### src/rtl/load_store_unit.sv
`default_nettype none
// ============================================================================
// Module      : load_store_unit
// Description : Turns RISC-V byte/half/word loads and stores into word-aligned
//               byte-enabled memory accesses, splitting boundary-crossing ones.
// Revision    : 1.0 - initial release
// ============================================================================
module load_store_unit (
    input  logic        clk,
    input  logic        rst_n,
    input  logic        req_valid,
    output logic        req_ready,
    input  logic [31:0] req_addr,
    input  logic [31:0] req_wdata,
    input  logic        req_we,
    input  logic [2:0]  req_funct3,
    output logic        rsp_valid,
    output logic [31:0] rsp_rdata,
    output logic        rsp_err,
    output logic [31:0] mem_address,
    output logic [31:0] mem_write_data,
    output logic [3:0]  mem_byte_en,
    output logic        mem_w_en,
    input  logic [31:0] mem_read_data
);

    typedef enum logic [1:0] {
        S_IDLE = 2'd0,
        S_ACC0 = 2'd1,
        S_ACC1 = 2'd2,
        S_DONE = 2'd3
    } state_t;

    state_t      r_state;
    logic [31:0] r_addr;
    logic [31:0] r_wdata;
    logic [31:0] r_lo;
    logic        r_we;
    logic [2:0]  r_funct3;

    logic        w_req_legal;
    logic [3:0]  w_req_en;
    logic [31:0] w_req_wd;
    logic [3:0]  w_hi_en;
    logic [31:0] w_hi_wd;
    logic        w_split;

    function automatic logic [3:0] size_mask(input logic [1:0] sz);
        case (sz)
            2'b00:   return 4'b0001;
            2'b01:   return 4'b0011;
            default: return 4'b1111;
        endcase
    endfunction

    function automatic logic [31:0] lane_bits(input logic [3:0] en);
        return {{8{en[3]}}, {8{en[2]}}, {8{en[1]}}, {8{en[0]}}};
    endfunction

    function automatic logic legal_op(input logic [2:0] f3, input logic we);
        case (f3)
            3'b000, 3'b001, 3'b010: return 1'b1;
            3'b100, 3'b101:         return ~we;
            default:                return 1'b0;
        endcase
    endfunction

    // Shift the {hi,lo} word pair down to the access offset, then extend.
    function automatic logic [31:0] extract(input logic [63:0] pair,
                                            input logic [1:0]  off,
                                            input logic [2:0]  f3);
        logic [31:0] s;
        s = 32'(pair >> {off, 3'b000});
        case (f3)
            3'b000:  return {{24{s[7]}}, s[7:0]};
            3'b001:  return {{16{s[15]}}, s[15:0]};
            3'b100:  return {24'd0, s[7:0]};
            3'b101:  return {16'd0, s[15:0]};
            default: return s;
        endcase
    endfunction

    assign w_req_legal = legal_op(req_funct3, req_we);
    assign w_req_en    = size_mask(req_funct3[1:0]) << req_addr[1:0];
    assign w_req_wd    = req_wdata << {req_addr[1:0], 3'b000};

    // Bytes that spill past lane 3 land in the low lanes of the next word.
    assign w_hi_en = size_mask(r_funct3[1:0]) >> (3'd4 - {1'b0, r_addr[1:0]});
    assign w_hi_wd = (r_wdata >> {(3'd4 - {1'b0, r_addr[1:0]}), 3'b000}) & lane_bits(w_hi_en);
    assign w_split = |w_hi_en;

    always_ff @(posedge clk) begin
        if (!rst_n) begin
            r_state        <= S_IDLE;
            r_addr         <= 32'd0;
            r_wdata        <= 32'd0;
            r_lo           <= 32'd0;
            r_we           <= 1'b0;
            r_funct3       <= 3'd0;
            req_ready      <= 1'b1;
            rsp_valid      <= 1'b0;
            rsp_rdata      <= 32'd0;
            rsp_err        <= 1'b0;
            mem_address    <= 32'd0;
            mem_write_data <= 32'd0;
            mem_byte_en    <= 4'd0;
            mem_w_en       <= 1'b0;
        end else begin
            case (r_state)
                S_IDLE: begin
                    if (req_valid) begin
                        r_addr    <= req_addr;
                        r_wdata   <= req_wdata;
                        r_we      <= req_we;
                        r_funct3  <= req_funct3;
                        req_ready <= 1'b0;
                        if (w_req_legal) begin
                            r_state        <= S_ACC0;
                            mem_address    <= {req_addr[31:2], 2'b00};
                            mem_byte_en    <= w_req_en;
                            mem_write_data <= w_req_wd & lane_bits(w_req_en);
                            mem_w_en       <= req_we;
                        end else begin
                            r_state   <= S_DONE;
                            rsp_valid <= 1'b1;
                            rsp_err   <= 1'b1;
                            rsp_rdata <= 32'd0;
                        end
                    end
                end
                S_ACC0: begin
                    if (!r_we) begin
                        r_lo <= mem_read_data;
                    end
                    if (w_split) begin
                        r_state        <= S_ACC1;
                        mem_address    <= {r_addr[31:2], 2'b00} + 32'd4;
                        mem_byte_en    <= w_hi_en;
                        mem_write_data <= w_hi_wd;
                        mem_w_en       <= r_we;
                    end else begin
                        r_state        <= S_DONE;
                        mem_address    <= 32'd0;
                        mem_byte_en    <= 4'd0;
                        mem_write_data <= 32'd0;
                        mem_w_en       <= 1'b0;
                        rsp_valid      <= 1'b1;
                        rsp_rdata      <= r_we ? 32'd0
                                               : extract({32'd0, mem_read_data}, r_addr[1:0], r_funct3);
                    end
                end
                S_ACC1: begin
                    r_state        <= S_DONE;
                    mem_address    <= 32'd0;
                    mem_byte_en    <= 4'd0;
                    mem_write_data <= 32'd0;
                    mem_w_en       <= 1'b0;
                    rsp_valid      <= 1'b1;
                    rsp_rdata      <= r_we ? 32'd0
                                           : extract({mem_read_data, r_lo}, r_addr[1:0], r_funct3);
                end
                S_DONE: begin
                    r_state   <= S_IDLE;
                    req_ready <= 1'b1;
                    rsp_valid <= 1'b0;
                    rsp_rdata <= 32'd0;
                    rsp_err   <= 1'b0;
                end
                default: begin
                    r_state <= S_IDLE;
                end
            endcase
        end
    end

endmodule
`default_nettype wire

### config.mk
export PLATFORM = sky130hd
export DESIGN_NAME = load_store_unit
export DESIGN_NICKNAME = d
export VERILOG_FILES = /design/src/rtl/load_store_unit.sv
export SDC_FILE = /design/constraint.sdc
export NUM_CORES = 1
export LEC_CHECK = 0
export CAP_MARGIN = 20
export CORE_MARGIN = 5
export CORE_UTILIZATION = 48
export CTS_CLUSTER_DIAMETER = 30
export CTS_CLUSTER_SIZE = 14
export DETAILED_ROUTE_END_ITERATION = 8
export GPL_TIMING_DRIVEN = 0
export PLACE_DENSITY = 0.82
export RECOVER_POWER = 25
export SETUP_SLACK_MARGIN = 0.4
export SLEW_MARGIN = 20
export SYNTH_ARGS = -nofsm -noshare
export SYNTH_HDL_FRONTEND = slang
export SYNTH_SLANG_ARGS = --single-unit
### constraint.sdc
create_clock -name clk -period 2.8 [get_ports clk]
set_input_delay 0.42 -clock clk [delete_from_list [all_inputs] [get_ports clk]]
set_output_delay 0.42 -clock clk [all_outputs]
set_load 0.01 [all_outputs]
==> results of run 1 <==
-- cells in the final DEF, fill, tap and decap left out, types with 12 or more instances in the layout --
master and n:
nand2_1 241, dfxtp_1 203, clkdlybuf4s50_1 138, a21boi_0 102, nor2_1 81, mux2i_1 68
clkbuf_1 66, a21oi_1 65, dlygate4sd3_1 65, o21ai_0 63, clkbuf_16 47, nand3_1 38
buf_4 32, a221oi_1 32, mux2_2 27, o211a_1 26, nor3b_1 22, clkbuf_2 19
inv_1 15, a22o_1 14, nor4_1 14, o221ai_1 13, buf_2 12, nor2b_1 12
-- cell type report --
type | count | share of cell area, %
sequential | 204 | 25.52
multi-input combinational | 1021 | 43.15
buffer | 116 | 4.221
inverter | 17 | 0.4533
tap | 319 | 2.493
clock buffer | 56 | 7.605
timing repair buffer | 231 | 14.12
clock inverter | 27 | 2.439
-- metal layers --
layer / vias to the layer above / part of all wire [%] / track usage (%)
li1: 5517 / - / -
met4: 0 / 5.6 / 16.13
met2: 847 / 45 / 52.74
met1: 5867 / 39 / 43.08
met3: 200 / 11 / 7.112
met5: - / 0 / 0
-- flip-flops by register name, indices dropped and copies added (netlist names) --
register        cells
mem_write_data     32
r_addr             32
r_lo               32
r_wdata            32
rsp_rdata          32
mem_address        30
mem_byte_en         4
r_funct3            3
r_state             2
mem_w_en            1
r_we                1
req_ready           1
rsp_err             1
rsp_valid           1
-- report_power, final --
group | total, W | switching (W) | internal (W)
Clock | 0.00555 | 0.00173 | 0.00382
Sequential | 0.00440 | 0.000638 | 0.00376
Combinational | 0.00735 | 0.00439 | 0.00296
Total | 0.0173 | 0.00676 | 0.0105
-- how the worst max path moves through the flow --
stage	startpoint	cells past startpoint	to	slack, ns
finish	r_state[1]	8	mem_write_data[16]	0.36
global placement	r_addr[0]	10	mem_write_data[8]	-0.46
CTS	r_state[0]	9	mem_address[5]	0.38
global route	r_state[1]	8	r_addr[3]	0.24
floorplan	r_addr[1]	12	rsp_rdata[10]	0.40
detailed placement	r_addr[0]	9	mem_write_data[25]	-0.51
-- logic make-up (layout without fill, tap and decap cells) --
kind of cell	count (synthesis)	in the layout
AND/OR/NAND/NOR	472	474
XOR/XNOR	15	15
buffers and inverters	133	447
other	1	2
adder cells (fa/ha/maj)	6	6
multiplexers	111	111
AO/OA/AOI/OAI	413	413
flip-flops	204	204
-- per-stage QoR --
stage                     instance area, sq um  cells  util [%]  setup slack, ns
after floorplan                          11250   1356         -           0.4023
after CTS                                15630   1968     67.18           0.3773
after global placement                   13680   1878     58.82          -0.4604
after global routing                     16010   1991     68.81           0.2351
after detailed placement                 13690   1878     58.84          -0.5051
final                                    16010   1991     68.81           0.3598
-- what timing repair did --
action,in CTS,in global routing
setup endpoints to repair,110,116
pin swaps,7,13
resized for setup,70,75
buffers inserted,5,22
cloned,2,1
-- worst max-delay path, delay by kind of cell, from the launching register on --
kind / cells / cell delay (ns)
adders and majority gates: 1 / 0.36
buffers and inverters: 3 / 0.68
DFF: 1 / 0.34
and+or+nand+nor: 1 / 0.18
AOI/OAI and AO/OA: 3 / 0.78
==> run summary, run 1 <==
Reg clk slew, reported paths: 0.05 ns
Synth cell types: 64
Hold EP: r_lo[9]
Routability Congestion: 0.9819
Worst-Margin Slew: 0.9701 ns
clk_lat worst skew: 0.54 ns
multi-input combinational cell area: 0.006907 sq mm
CTS Buf Count: 45
R2R depth: 8
Initial DRC Count: 1285
multiplexer share of the synthesized area: 11.20%
CP max FO: 10
clock root buffer: clkbuf_16
reg2reg start: r_state[1]
floorplan core area: 0.02326 sq mm
post-synthesis sequential area ratio: 36.38%
drt pass-1 iters: 6
Global Route Usage Sum: 33.23%
Setup crit end kind: flip-flop
sequential cell area: 0.004085 sq mm
nets: 1745
PwrDens: 1081 mW/mm^2
die width: 162.9 um
reg2reg end: mem_write_data[16]
Synth top cells by count: nand2_1, dfxtp_1, a21boi_0
Yosys top cell area share: 36.38%
clock sink count: 204
Final Cycle Share: 87.15%
EDFF count, synth: 0
WL final: 46.27 mm
share of cells above drive strength 1: 15.49%
Crit Path Category: flip-flop to flip-flop
count leader, synth: nand2_1
# fillers: 1862
first-pass GRT wire length: 69.13 mm
wire per inst: 23.24 um
post-synth top area cell: dfxtp_1
data arrival time of the critical path: 2.88 ns
CTS Buffer Depth: 3
CP peak stage delay: 0.36 ns
CTS tree: done
ant diodes: 0
Via density: 6.244
Max-Cap Viols: 0
CTS H-tree depth: 2
initial antenna violation count: 0
total number of vias: 12431
Adder-Cell Fraction of Synth Area: 0.6687%
CP startpoint kind: flip-flop
fin crit period: 2.440 ns
Leak Pwr: 6.304 nW
vias in the first global route: 11852
Synth Area in Compound Gates: 26.26%
Row Count: 56
DP HPWL: 32.71 mm
clk_skew: 0.02355 ns
# port buffers: 203
Worst path slowest cell: ha_1
top cells by area, synth: dfxtp_1, nand2_1, a21boi_0, mux2i_1, a21oi_1
Post-route DRC: 0
hold depth: 2
unrepaired setup endpoints after global routing: yes
Mapped Area: 0.01123 sq mm
GRT overflow: 0
TNS Setup: 0 ns
antenna-violating nets left: 0
Die Area: 0.02655 sq mm
Fin Hold WS: 0.4628 ns
final setup violation count: 0
Yosys warnings: 0
hold_buf cts: 0
largest net degree at the start of global routing: 13
Peak supply drop: 0.0008073 V
CP Cell Sequence: inv_1 > ha_1 > and2_1 > clkbuf_1 > a31o_2 > clkbuf_2 > o221ai_1 > o211a_1
Slew headroom: 35.08%
Initial Util: 48.26%
Final Hold Fails: 0
r2r setup slk: 0.36 ns
Area Growth Syn to Fin: 42.60%
Hold Crit Start: r_lo[9]
Tot Pwr: 0.01730 W
num ports: 207
max-slew violation count: 0
async set-or-reset flop fraction in the synthesized netlist: 0%
post-synthesis cell count: 1355
Die Ht: 162.9 um
Avg Synthesized Cell Area: 8.285 sq um
status: finished clean
Synth Area in Simple Gates: 19.42%
Seq cells post-synth: 204
Top FF cell, synth: dfxtp_1
main combinational cell family by area after synthesis: compound AO/OA/AOI/OAI gates
XOR/XNOR share of the synthesized area: 1.170%
CP required: 3.24 ns
worst hold path type: flip-flop to flip-flop
FMAX: 409.8 MHz
Note: power is estimated with default switching activity, not from simulation.
==> inputs of run 2 (changes only) <==
--- a/config.mk
+++ b/config.mk
@@ -15,6 +15,7 @@
 export PLACE_DENSITY = 0.82
 export RECOVER_POWER = 25
 export SETUP_SLACK_MARGIN = 0.4
+export SKIP_CTS_REPAIR_TIMING = 1
 export SLEW_MARGIN = 20
 export SYNTH_ARGS = -nofsm -noshare
 export SYNTH_HDL_FRONTEND = slang
==> constraint.sdc (replaced) <==
create_clock -name clk -period 2.8 [get_ports clk]
set_input_delay 0.28 -clock clk [delete_from_list [all_inputs] [get_ports clk]]
set_output_delay 0.28 -clock clk [all_outputs]
set_load 0.01 [all_outputs]
==> run summary, run 2 (synthesis gave the netlist of run 1 again) <==
# port buffers: 203 (unchanged)
nets: 1742 (-0.17%)
Worst-Margin Slew: 1.003 ns (+0.03331 ns)
Row Count: 56 (unchanged)
CP Buf/Inv Count: 6 (+3)
worst hold path type: input pin to flip-flop
Peak supply drop: 0.0008089 V (+0.19%)
CP startpoint kind: flip-flop
clk_lat worst skew: 0.54 ns (about the same)
fin crit period: 2.399 ns (-0.04157 ns)
CTS Buffer Depth: 3 (unchanged)
vias in the first global route: 11726 (-1.1%)
total number of vias: 12374 (-0.46%)
clock sink count: 204 (unchanged)
Reg power frac: 25.7% (+0.3 points)
PwrDens: 1076 mW/mm^2 (-0.43%)
status: finished clean
WL final: 45.94 mm (-0.70%)
Final Hold Fails: 0 (unchanged)
num ports: 207 (unchanged)
CP peak stage delay: 0.43 ns (+0.07 ns)
most common cell after layout, fill and taps aside: nand2_1
Sw Pwr: 0.006676 W (-1.2%)
Final Cycle Share: 85.67% (-1.5 points)
Die Ht: 162.9 um (unchanged)
CTS Buf Count: 45 (unchanged)
floorplan core area: 0.02326 sq mm (unchanged)
drt pass-1 iters: 6 (unchanged)
clock network fraction of design power: 32.4% (+0.3 points)
ant diodes: 0 (unchanged)
final setup violation count: 0 (unchanged)
unrepaired setup endpoints after global routing: yes
CP max FO: 10 (unchanged)
Tot Pwr: 0.01713 W (-1.0%)
# fillers: 1878 (+0.86%)
Comb pwr share: 41.9% (-0.6 points)
share of cells above drive strength 1: 14.74% (-0.75 points)
Worst path slowest cell: a2111oi_4
Setup crit end kind: flip-flop
first-pass GRT wire length: 67.87 mm (-1.8%)
Initial Util: 48.26% (unchanged)
CP Cell Sequence: buf_6 > buf_12 > buf_12 > clkinvlp_4 > ha_4 > o21bai_4 > buf_12 > a2111oi_4 > clkbuf_2 > o21ai_0 > o211ai_1
wire per inst: 23.11 um (-0.55%)
FMAX: 416.9 MHz (+1.7%)
Initial DRC Count: 1249 (-2.8%)
Post-route DRC: 0 (unchanged)
Slew headroom: 32.74% (-2.3 points)
Fin Hold WS: 0.3487 ns (-0.1141 ns)
final instance area: 0.01591 sq mm (-0.59%)
clk_skew: 0.02371 ns (+0.0001612 ns)
sw frac: 38.98% (-0.091 points)
CP dominant cell by count: buf_12
CTS H-tree depth: 2 (unchanged)
Via density: 6.224 (-0.31%)
max-slew violation count: 0 (unchanged)
clock root buffer: clkbuf_16
Max-Cap Viols: 0 (unchanged)
Worst Setup SP: r_addr[1]
Placed Area: 0.01369 sq mm (unchanged)
Reg clk slew, reported paths: 0.05 ns (about the same)
CP required: 3.24 ns (about the same)
Leak Pwr: 6.285 nW (-0.30%)
reg2reg start: r_addr[1]
DP HPWL: 32.71 mm (unchanged)
Die Area: 0.02655 sq mm (unchanged)
most frequent cells in the layout: nand2_1, dfxtp_1, clkdlybuf4s50_1, a21boi_0, nor2_1
initial antenna violation count: 0 (unchanged)
Global Route Usage Sum: 32.64% (-0.59 points)
largest net degree at the start of global routing: 13 (unchanged)
TNS Setup: 0 ns (unchanged)
Area Growth Syn to Fin: 41.76%
data arrival time of the critical path: 2.84 ns (-0.04 ns)
die width: 162.9 um (unchanged)
P_int: 0.01045 W (-0.87%)
GRT overflow: 0 (unchanged)
Routability Congestion: 0.9819 (unchanged)
antenna-violating nets left: 0 (unchanged)
crit-path leading delay family: buffers and inverters
multi-input combinational cell area: 0.006853 sq mm (-0.78%)
CTS tree: done
Hold Crit Start: req_addr[14]
Crit Path Category: flip-flop to flip-flop
sequential cell area: 0.004084 sq mm (about the same)
run 2: final cells by class:
cell class,instances,share of cell area [%]
multi-input cells,1020,43.06
clock buffers,56,7.650
clock inverters,27,2.453
flip-flops and latches,204,25.66
inverters,17,0.4481
well taps,319,2.508
plain buffers,116,4.049
repair buffers,229,14.17
run 2: worst reg2reg max path: cells and delay by family, from the launching register on:
kind / cells / cell delay (ns)
flops: 1 / 0.32
compound gates: 4 / 0.76
buf+inv: 6 / 0.90
fa+ha+maj: 1 / 0.33
run 2: path summary, 6_finish.rpt:
kind | endpoint | slack (ns) | cells after the start
max | rsp_rdata[29] | 0.40 | 11
min | r_addr[14] | 0.35 | 3
max reg2reg | rsp_rdata[29] | 0.40 | 11
min reg2reg | r_lo[1] | 0.46 | 2
run 2: metal layers:
layer | share of wire, % | global-route usage (%) | vias up
li1 | - | - | 5507
met4 | 5.7 | 16.09 | 0
met5 | 0 | 0 | -
met3 | 9.8 | 6.808 | 186
met1 | 40 | 42.06 | 5848
met2 | 45 | 52.11 | 833
run 2: stage by stage:
step                      utilization, %  cells  setup slack, ns
after CTS                          65.75   1961          -0.5381
after global routing               68.41   1988           0.2920
after global placement             58.82   1878          -0.4604
after floorplan                        -   1356           0.4023
final                              68.41   1988           0.4013
after detailed placement           58.84   1878          -0.5051
run 2: power groups by stage:
stage | registers [W] | logic [W] | clock network (W)
6_report | 0.00440 | 0.00717 | 0.00555
5_1_grt | 0.00449 | 0.00762 | 0.00576
4_1_cts | 0.00438 | 0.00666 | 0.00557
3_5_place_dp | 0.00440 | 0.00659 | 0
3_3_place_gp | 0.00438 | 0.00650 | 0
2_1_floorplan | 0.00451 | 0.00352 | 0
==> inputs of run 3 (changes only) <==
--- a/config.mk
+++ b/config.mk
@@ -6,14 +6,17 @@
 export NUM_CORES = 1
 export LEC_CHECK = 0
 export CAP_MARGIN = 20
+export CELL_PAD_IN_SITES_DETAIL_PLACEMENT = 1
+export CELL_PAD_IN_SITES_GLOBAL_PLACEMENT = 2
 export CORE_MARGIN = 5
-export CORE_UTILIZATION = 48
+export CORE_UTILIZATION = 28
 export CTS_CLUSTER_DIAMETER = 30
 export CTS_CLUSTER_SIZE = 14
 export DETAILED_ROUTE_END_ITERATION = 8
 export GPL_TIMING_DRIVEN = 0
-export PLACE_DENSITY = 0.82
+export PLACE_DENSITY = 0.81
 export RECOVER_POWER = 25
+export REMOVE_ABC_BUFFERS = 1
 export SETUP_SLACK_MARGIN = 0.4
 export SKIP_CTS_REPAIR_TIMING = 1
 export SLEW_MARGIN = 20
==> run summary, run 3 (synthesis gave the netlist of run 1 again) <==
Fin Hold WS: 0.1399 ns (-0.2088 ns)
Final Hold Fails: 0 (unchanged)
reg2reg start: r_state[1]
Max-Cap Viols: 0 (unchanged)
multi-input combinational cell area: 0.006829 sq mm (-0.35%)
CP startpoint kind: flip-flop
WL final: 45.46 mm (-1.1%)
reg2reg end: mem_write_data[19]
worst setup margin: 0.4040 ns (+0.002671 ns)
# fillers: 4575 (+140%)
Area Growth Syn to Fin: 48.33%
Via density: 5.395 (-13%)
clock sink count: 204 (unchanged)
most common cell after layout, fill and taps aside: nand2_1
Place WS: -1.940 ns (-1.434 ns)
floorplan core area: 0.03973 sq mm (+71%)
M2 GR Usage: 30.96% (-21 points)
data arrival time of the critical path: 2.85 ns (about the same)
die width: 210.2 um (+29%)
Die Ht: 210.2 um (+29%)
CTS Buf Count: 68 (+51%)
CTS tree: done
Crit Path Category: flip-flop to flip-flop
sequential cell area: 0.004093 sq mm (+0.21%)
CTS Buffer Depth: 3 (unchanged)
first-pass GRT wire length: 68.62 mm (+1.1%)
FMAX: 417.4 MHz (+0.11%)
Slew headroom: 19.98% (-13 points)
r2r setup slk: 0.40 ns (about the same)
antenna-violating nets left: 0 (unchanged)
max-slew violation count: 0 (unchanged)
Tot Pwr: 0.01936 W (+13%)
num ports: 207 (unchanged)
GRT overflow: 0 (unchanged)
Worst Setup SP: r_state[1]
Global Route Usage Sum: 19.18% (-13 points)
total number of vias: 11530 (-6.8%)
CP max FO: 62 (+52)
Worst-Margin Slew: 1.200 ns (+0.1961 ns)
Peak supply drop: 0.0005807 V (-28%)
drt pass-1 iters: 5 (-1)
nets: 1667 (-4.3%)
met1 Resource Use GR: 24.76% (-17 points)
CP required: 3.25 ns (about the same)
largest net degree at the start of global routing: 112 (+99)
Post-route DRC: 0 (unchanged)
Setup crit end kind: flip-flop
unrepaired setup endpoints after global routing: yes
Row Count: 73 (+30%)
clk_skew: 0.01732 ns (-0.006382 ns)
Initial Util: 28.25% (-20 points)
# port buffers: 204 (+0.49%)
share of cells above drive strength 1: 14.66% (-0.081 points)
Final Cycle Share: 85.57% (-0.095 points)
Reg clk slew, reported paths: 0.04 ns (about the same)
PwrDens: 1163 mW/mm^2 (+8.1%)
fin crit period: 2.396 ns (-0.002671 ns)
worst hold path type: input pin to flip-flop
CTS H-tree depth: 3 (+1)
initial antenna violation count: 5 (+5)
Initial DRC Count: 483 (-61%)
hold depth: 3 (unchanged)
final setup violation count: 0 (unchanged)
clk_lat worst skew: 0.56 ns (+0.02 ns)
most frequent cells in the layout: nand2_1, dfxtp_1, clkdlybuf4s50_1, a21boi_0, nor2_1
clock root buffer: clkbuf_16
wire per inst: 21.27 um (-8.0%)
R2R depth: 8 (-3)
Die Area: 0.04420 sq mm (+66%)
crit path to: mem_write_data[19]
vias in the first global route: 11904 (+1.5%)
Routability Congestion: 0.8175 (-17%)
Leak Pwr: 6.288 nW (about the same)
status: finished clean
GRT Max-Usage Layer: met2
met3 usage: 6.236% (-0.57 points)
DP HPWL: 28.27 mm (-14%)
[run 3: where the power goes]
part / internal [W] / switching [W]
clock network: 0.00555 / 0.00215
registers: 0.00377 / 0.000634
logic: 0.00311 / 0.00415
total: 0.0124 / 0.00694
[run 3: routing by layer]
metal  up-vias  part of all wire, %
li1       5379                    -
met1      5735                   45
met2       340                   46
met3        70                  7.0
met4         6                  1.9
met5         -                0.073
[run 3: worst max-delay path, cell delays in order (launching register included)]
cell	delay [ns]
dfxtp_1	0.34
inv_1	0.14
ha_4	0.27
and2_0	0.31
buf_12	0.27
a31o_4	0.25
buf_16	0.26
o221ai_1	0.22
o211a_1	0.17
[run 3: cell type report]
type / count / area share, %
Antenna cell: 2 / 0.03006
Clock buffer: 102 / 12.32
Clock inverter: 20 / 1.758
Inverter: 17 / 0.4433
Multi-Input combinational cell: 1021 / 41.01
Sequential cell: 204 / 24.58
Tap cell: 525 / 3.945
Timing Repair Buffer: 246 / 15.91
[run 3: metrics by stage]
| step | instance area, sq um | setup TNS, ns | cells | util [%] |
|---|---|---|---|---|
| CTS | 16210 | -143.88 | 2107 | 40.80 |
| detailed placement | 13870 | -140.31 | 1985 | 34.90 |
| floorplan | 10750 | -306.70 | 1240 | - |
| global placement | 13450 | -939.01 | 1969 | 33.84 |
| global route | 16650 | 0 | 2136 | 41.90 |
| finish | 16650 | 0 | 2137 | 41.91 |
[run 3: how the worst min path moves through the flow]
stage	from	endpoint
floorplan	rst_n	req_ready
global placement	r_wdata[1]	r_wdata[1]
detailed placement	r_wdata[2]	r_wdata[2]
CTS	rst_n	mem_address[19]
global route	rst_n	r_addr[20]
finish	rst_n	mem_address[19]
